**src/rtl/p2s_pkg.sv**
```systemverilog
// Shared types and elaboration helpers for the p2s_lanes parallel-to-serial block.
// Latency: n/a (types and constant functions only).
// Backpressure: n/a.
package p2s_pkg;

  // Converter state: IDLE means the shifter is empty, SHIFT means a word is being emitted.
  typedef enum logic {
    IDLE  = 1'b0,
    SHIFT = 1'b1
  } state_t;

  // Number of W-bit beats needed to carry one N-bit word.
  function automatic int beats(input int n, input int w);
    return n / w;
  endfunction

  // Beat counter width; at least one bit even when a word is a single beat.
  function automatic int cnt_w(input int n, input int w);
    int b;
    b = n / w;
    return (b <= 1) ? 1 : $clog2(b);
  endfunction

endpackage

```
**src/rtl/p2s_shifter.sv**
```systemverilog
// Shift register plus beat counter that turns one N-bit word into N/W beats of W bits.
// Latency: a loaded word appears on o_data the cycle after i_load.
// Backpressure: contents hold while i_adv is low, so o_data/o_last stay stable.
module p2s_shifter
  import p2s_pkg::*;
#(
  parameter int N         = 8,
  parameter int W         = 1,
  parameter int MSB_FIRST = 0
) (
  input  logic         clk,
  input  logic         rstn,
  input  logic         i_load,
  input  logic [N-1:0] i_data,
  input  logic         i_adv,
  input  logic         i_valid,
  output logic [W-1:0] o_data,
  output logic         o_last
);

  localparam int B  = beats(N, W);
  localparam int CW = cnt_w(N, W);
  localparam logic [CW-1:0] LAST_CNT = CW'(B - 1);

  logic [N-1:0]  r_sh;
  logic [CW-1:0] r_cnt;

  // Load restarts the word at beat 0 and wins over advance (last beat + next word).
  always_ff @(posedge clk or negedge rstn) begin
    if (!rstn) begin
      r_sh  <= '0;
      r_cnt <= '0;
    end else if (i_load) begin
      r_sh  <= i_data;
      r_cnt <= '0;
    end else if (i_adv) begin
      r_sh  <= (MSB_FIRST != 0) ? (r_sh << W) : (r_sh >> W);
      r_cnt <= (r_cnt == LAST_CNT) ? '0 : r_cnt + CW'(1);
    end
  end

  // The outgoing beat always sits at the end of the register that shifts out first.
  generate
    if (MSB_FIRST != 0) begin : g_msb
      assign o_data = r_sh[N-1 -: W];
    end else begin : g_lsb
      assign o_data = r_sh[W-1:0];
    end
  endgenerate

  assign o_last = i_valid && (r_cnt == LAST_CNT);

endmodule

```
**src/rtl/p2s_lanes.sv**
```systemverilog
// Parallel-to-serial converter: N-bit words out as N/W beats of W bits with s_last on the final beat.
// Latency: s_valid rises the cycle after a parallel transfer; optional macro P2S_LANES_DBUF_EN adds a holding register for gapless streaming.
// Backpressure: s_ready low freezes the current beat; p_ready is registered and never combinational on s_ready/p_valid.
module p2s_lanes
  import p2s_pkg::*;
#(
  parameter int N         = 8,
  parameter int W         = 1,
  parameter int MSB_FIRST = 0
) (
  input  logic         clk,
  input  logic         rstn,
  input  logic [N-1:0] p_data,
  input  logic         p_valid,
  output logic         p_ready,
  output logic [W-1:0] s_data,
  output logic         s_valid,
  input  logic         s_ready,
  output logic         s_last
);

  generate
    if (W < 1 || (N % W) != 0) begin : g_bad_width
      $error("p2s_lanes: N must be a positive multiple of W");
    end
  endgenerate

  state_t       r_state;
  state_t       w_state_nxt;
  logic         r_p_ready;
  logic         w_p_xfer;
  logic         w_s_xfer;
  logic         w_last_xfer;
  logic         w_load;
  logic [N-1:0] w_load_data;

  assign s_valid     = (r_state == SHIFT);
  assign p_ready     = r_p_ready;
  assign w_p_xfer    = p_valid && r_p_ready;
  assign w_s_xfer    = s_valid && s_ready;
  assign w_last_xfer = w_s_xfer && s_last;

`ifdef P2S_LANES_DBUF_EN
  logic         r_hold_full;
  logic         w_hold_full_nxt;
  logic         w_hold_wr;
  logic [N-1:0] r_hold;

  // Route each accepted word to the shifter or the holding register and pick the next state.
  always_comb begin
    w_state_nxt     = r_state;
    w_load          = 1'b0;
    w_load_data     = p_data;
    w_hold_full_nxt = r_hold_full;
    w_hold_wr       = 1'b0;
    case (r_state)
      IDLE: begin
        if (w_p_xfer) begin
          w_load      = 1'b1;
          w_state_nxt = SHIFT;
        end
      end
      SHIFT: begin
        if (w_last_xfer) begin
          if (r_hold_full) begin
            // p_ready is low whenever the hold is full, so no new word competes here.
            w_load          = 1'b1;
            w_load_data     = r_hold;
            w_hold_full_nxt = 1'b0;
          end else if (w_p_xfer) begin
            w_load = 1'b1;
          end else begin
            w_state_nxt = IDLE;
          end
        end else if (w_p_xfer) begin
          w_hold_wr       = 1'b1;
          w_hold_full_nxt = 1'b1;
        end
      end
      default: w_state_nxt = IDLE;
    endcase
  end

  // Holding register captures a word that arrives while the shifter is still busy.
  always_ff @(posedge clk or negedge rstn) begin
    if (!rstn) begin
      r_hold      <= '0;
      r_hold_full <= 1'b0;
    end else begin
      r_hold_full <= w_hold_full_nxt;
      if (w_hold_wr) begin
        r_hold <= p_data;
      end
    end
  end

  // State and ready register; ready tracks free space in the holding register.
  always_ff @(posedge clk or negedge rstn) begin
    if (!rstn) begin
      r_state   <= IDLE;
      r_p_ready <= 1'b0;
    end else begin
      r_state   <= w_state_nxt;
      r_p_ready <= !w_hold_full_nxt;
    end
  end
`else
  // Without a holding register a word is only accepted while idle.
  always_comb begin
    w_state_nxt = r_state;
    w_load      = 1'b0;
    w_load_data = p_data;
    case (r_state)
      IDLE: begin
        if (w_p_xfer) begin
          w_load      = 1'b1;
          w_state_nxt = SHIFT;
        end
      end
      SHIFT: begin
        if (w_last_xfer) begin
          w_state_nxt = IDLE;
        end
      end
      default: w_state_nxt = IDLE;
    endcase
  end

  // State and ready register; ready is asserted exactly while the next state is idle.
  always_ff @(posedge clk or negedge rstn) begin
    if (!rstn) begin
      r_state   <= IDLE;
      r_p_ready <= 1'b0;
    end else begin
      r_state   <= w_state_nxt;
      r_p_ready <= (w_state_nxt == IDLE);
    end
  end
`endif

  p2s_shifter #(
    .N         (N),
    .W         (W),
    .MSB_FIRST (MSB_FIRST)
  ) u_shifter (
    .clk     (clk),
    .rstn    (rstn),
    .i_load  (w_load),
    .i_data  (w_load_data),
    .i_adv   (w_s_xfer),
    .i_valid (s_valid),
    .o_data  (s_data),
    .o_last  (s_last)
  );

endmodule

```
**config.mk**
```make
export PLATFORM = sky130hd
export DESIGN_NAME = p2s_lanes
export DESIGN_NICKNAME = d
export VERILOG_FILES = /design/src/rtl/p2s_pkg.sv /design/src/rtl/p2s_shifter.sv /design/src/rtl/p2s_lanes.sv
export SDC_FILE = /design/constraint.sdc
export NUM_CORES = 1
export LEC_CHECK = 0
export CAP_MARGIN = 20
export CORE_UTILIZATION = 45
export CTS_CLUSTER_DIAMETER = 150
export DETAILED_ROUTE_END_ITERATION = 16
export GPL_ROUTABILITY_DRIVEN = 0
export PLACE_DENSITY = 0.74
export SLEW_MARGIN = 30
export SYNTH_ARGS = -nofsm -noshare
export SYNTH_HDL_FRONTEND = slang
export SYNTH_SLANG_ARGS = --single-unit
```
**constraint.sdc**
```tcl
create_clock -name clk -period 1.5 [get_ports clk]
set_input_delay 0.15 -clock clk [delete_from_list [all_inputs] [get_ports clk]]
set_output_delay 0.15 -clock clk [all_outputs]
set_load 0.005 [all_outputs]
```
* Yosys cells after proc, flatten, opt, wreduce, memory -nomap -nowiden
Cells that the tools add are included.
** Word-level totals
- Bits in registers :: 13
- Logic and storage cells :: 22
** Operators by class
- Add/sub/neg operators :: 1
- Eq/ne operators :: 1
- Multiplexer cells :: 9
- Bitwise logic cells :: 2
- Reductions and logical operators :: 5
** Operator list (count)
- 8-bit 2-to-1 mux :: 2
- 3-bit 2-to-1 mux :: 3
- 1-bit logical AND :: 4
- 3-bit by 1-bit adder with 3-bit output, second input constant :: 1
- 3-bit == test, second input constant :: 1
- 1-bit 2-to-1 mux :: 3
- 1-bit NOT :: 2
- 1-bit case mux with 2 select lines :: 1
- 2-bit nonzero test :: 1

* Longest topological paths before layout
- Depth in word-level cells :: 6
- Depth in mapped cells :: 4

* By module
From an unflattened synthesis, not the netlist that was laid out.
** Second synthesis, totals
- Cells, all modules :: 56
- Area, all modules :: 604.3 µm²
** By module, submodules not included
- p2s_shifter :: instances 1, cells each 49, area an instance 523.0 µm², seq. area each 275.3 µm²
- p2s_lanes :: instances 1, cells each 7, area an instance 81.3 µm², seq. area each 50.0 µm²

* Worst setup path after synthesis
Ideal clock, no wire load.
- Path type :: reg2reg
- Start :: register u_shifter.r_cnt[0]
- End :: register u_shifter.r_cnt[2]
- Library setup time :: 0.120 ns
- Arrival time :: 1.114 ns
- Required time :: 1.380 ns
- Setup slack :: 0.266 ns
- Cell stages (with the launch flop) :: 5
- Path buffers :: 0
- Clock period less this slack :: 1.234 ns
- Cells stage by stage :: dfrtp_1 > ha_1 > ha_1 > and3_1 > a31o_1
** On the way
- Longest elaborated chain between the ends :: 4
- Elaborated cells between the ends (all ways) :: 5
- Classes of those cells :: 1 x add/sub; 1 x eq/ne; 3 x mux
** RTL lines
- from (decl) :: line p2s_shifter.sv:26 : logic [CW-1:0] r_cnt;
- from (signal assigned) :: line p2s_shifter.sv:38 : r_cnt <= (r_cnt == LAST_CNT) ? '0 : r_cnt + CW'(1);
- 3-bit by 1-bit adder with 3-bit output / 3-bit == test (equally long branches) :: line p2s_shifter.sv:38
- 3-bit 2-to-1 mux * :: line p2s_shifter.sv:38
- 3-bit 2-to-1 mux * :: line p2s_shifter.sv:36 : end else if (i_adv) begin
- 3-bit 2-to-1 mux * :: line p2s_shifter.sv:33 : end else if (i_load) begin
Every way passes the cells marked *; elsewhere a longest branch is shown, timed or not. The select of a mux whose other input is x is not followed.
A chain may end at the register's enable or synchronous reset.

* Worst setup path after layout
- Start :: register r_state, in the netlist s_valid
- End :: output port s_valid
** RTL lines
- from (decl) :: line p2s_lanes.sv:28 : state_t r_state;
- from (signal assigned) :: line p2s_lanes.sv:135 : r_state <= w_state_nxt;
- to (decl) :: line p2s_lanes.sv:17 : output logic s_valid,
No word-level cell between the ends.

==> metrics.yaml <==
status: "finished clean"
route.detailed.wl_per_inst_um: 15.21
floorplan.die.height_um: 42.68
first_iter_violations: 6
power.leakage_nw: 0.4453
yosysWarnings: 0
synthCells: 61
initial_antenna_violation_count: 0
syn_avg_cell_area_sq_um: 12.20
final_core_utilization_pct: 62.81
final_setup_violating_endpoints: 0
post-route-min-period_ns: 1.419
initial_core_util_pct: 48.85
synth_cell_area_sq_um: 744.5
unrepaired_setup_endpoints_after_global_routing: "false"
synth_largest_area_cell: "sky130_fd_sc_hd__dfrtp_1"
dpl.hpwl_um: 1084
grt_first_pass_wirelength_um: 2559
timing.critical_path.max_delay_family: "buffers and inverters"
post_synthesis_xor_xnor_area_fraction_pct: 0
timing_hold_violations_final: 0
clk-insertion-delay-late_ns: 0.27
hp-class: "in -> async"
tightest_pin_transition_ns: 0.2540
power.density_cell_area_nw_per_um2: 1500
io_buffers: 15
timing.fmax_mhz: 704.8
grt_max_degree: 14
critical_path_max_stage_delay_ns: 0.53
fraction_of_synthesized_area_in_multiplexers_pct: 1.513
max-clock-path-buffers: 2
critical_path.cell_chain: "clkdlybuf4s50_1"
design.core.area_sq_um: 1524
yosysUniqueCellTypes: 18
design.final.nets: 98
synth-compound-area-share_pct: 20.50
tritoncts_clock_tree: "done"
report.final.slew_viol_count: 0
crit_required_ns: 1.35
ys_top_cells_by_area: "sky130_fd_sc_hd__dfrtp_1, sky130_fd_sc_hd__a21bo_1, sky130_fd_sc_hd__buf_6"
yosys.area_share.simple_pct: 22.35
critical_path.max_fanout: 10
synth-edff-count: 0
yosys-top-cells-count: "sky130_fd_sc_hd__dfrtp_1, sky130_fd_sc_hd__a21bo_1"
cts_root_buffer: "sky130_fd_sc_hd__clkbuf_4"
fin_setup_tns_ns: 0
drive_above_1_share_pct: 21.69
synth_top_family_by_area: "simple AND/OR/NAND/NOR gates"
count_of_h_tree_levels_built_during_cts: 1
num_antenna_cells: 0
start_kind: "flop"
timing.slew.headroom_pct: 82.84
flow.area_growth_from_synthesis_pct: 28.57
hold_ws_ns: 0.1717
synth.net_count: 75
cts_setup_buffers: 0
synth-seq-area-share_pct: 43.70
finalCritPeriodShare_pct: 94.59
worst_clock_skew_ns: 0.002090
critical_path_buf_inv_count: 1
finalInstanceArea_sq_um: 957.2
critPathArrivalTime_ns: 1.27
synth.ff_latch_count: 13
yosys.cell_count.top_type: "sky130_fd_sc_hd__dfrtp_1"
vias_per_cell: 5.909
drt_wl_total_um: 1506
synth_top_flop_cell: "sky130_fd_sc_hd__dfrtp_1"
drt_drc_violations_left: 0
crit_slowest_cell: "sky130_fd_sc_hd__clkdlybuf4s50_1"
grt_remaining_overflow: 0
setup.worst_path.class: "reg -> out"
grt_use_total_pct: 19.11
std_cell_rows: 14
peakVddDrop_mv: 0.7228
top_level_ports: 16
dieArea_sq_um: 1821
synthAdderAreaFrac_pct: 3.361
maxCapViolCount: 0
postSynth.asyncResetShare_pct: 100.0
grt_pass1_vias: 585
clk_pin_slew_worst_paths_ns: 0.08
routed-via-count: 585
post-synth-top-area-fraction_pct: 43.70
clock_sinks: 13
cp-end-kind: "primary output"
die_width_um: 42.68
detail-route-antenna-nets: 0
cts-buffers-inserted: 3
post_dp_cell_area_sq_um: 918.4
drtPass1Iterations: 4
==> final cells by class <==
type	instances	area (sq um)
fillers	124	566.8
multi-input cells	42	370.4
flip-flops and latches	13	327.8
repair buffers	24	212.7
clock buffers	4	26.28
well taps	16	20.02
==> power by group <==
group	switching [mW]	leakage (nW)	internal [mW]	total [mW]
registers	0.124	0.163	0.493	0.618
clock network	0.109	0.0150	0.103	0.212
logic	0.224	0.267	0.382	0.606
==> layout by cell type, fill, tap and decap left out, types with 2 or more instances in the layout <==
master / netlist / final
sky130_fd_sc_hd__buf_4: 1 / 9
sky130_fd_sc_hd__a311o_1: 2 / 2
sky130_fd_sc_hd__nand2_1: 2 / 2
sky130_fd_sc_hd__a31o_1: 3 / 3
sky130_fd_sc_hd__and4b_1: 2 / 2
sky130_fd_sc_hd__nand3_1: 5 / 5
sky130_fd_sc_hd__dfrtp_2: 0 / 2
sky130_fd_sc_hd__a21boi_1: 2 / 2
sky130_fd_sc_hd__nor4bb_1: 5 / 5
sky130_fd_sc_hd__clkbuf_4: 0 / 3
sky130_fd_sc_hd__a21bo_1: 6 / 6
sky130_fd_sc_hd__a31oi_1: 5 / 5
sky130_fd_sc_hd__and3_1: 4 / 4
sky130_fd_sc_hd__clkdlybuf4s50_1: 0 / 14
sky130_fd_sc_hd__dfrtp_1: 13 / 11
==> final timing paths <==
check                                               from  slack, ns  cells after the start                       endpoint
min                                                 rstn       0.17                      2  u_shifter.r_sh[5]$_DFFE_PN0P_
min reg2reg                u_shifter.r_sh[1]$_DFFE_PN0P_       0.53                      1  u_shifter.r_sh[1]$_DFFE_PN0P_
min in group clk                               p_data[7]       0.48                      2  u_shifter.r_sh[7]$_DFFE_PN0P_
max in group asynchronous                           rstn       1.15                      2              s_valid$_DFF_PN0_
max                                    s_valid$_DFF_PN0_       0.08                      1                        s_valid
max reg2reg                            s_valid$_DFF_PN0_       0.20                      3  u_shifter.r_sh[1]$_DFFE_PN0P_
==> cell families after synthesis <==
logic type / after synthesis
muxes: 1
and+or+nand+nor: 21
adders and majority gates: 2
buffers and inverters: 6
DFF: 13
AOI/OAI and AO/OA: 18
==> per-layer routing <==
layer	GRT usage (%)	part of all wire [%]	vias to the layer above
met1	23.01	47	289
li1	-	-	285
met5	0	0	-
met3	7.660	4.2	2
met4	5.625	0.86	0
met2	31.21	48	9
==> timing repair <==
item	CTS	global route
pin swaps	1	0
resized for setup	7	1
endpoints found under the setup margin	3	1
hold buffers	0	0
==> registers in the layout, indices dropped and copies added, names as in the netlist <==
name and count:
s_valid 1, u_shifter.r_cnt 3, p_ready 1, u_shifter.r_sh 8
==> metrics by stage <==
stage          total power [mW]  cells  setup slack [ns]
6_report                  1.436     99           0.08115
2_1_floorplan             1.008     61            0.2661
3_3_place_gp              1.187     95           0.03662
5_1_grt                   1.531     99           0.02724
4_1_cts                   1.447     99           0.01247
3_5_place_dp              1.199     95           0.01887
(Power assumes the default switching activity.)
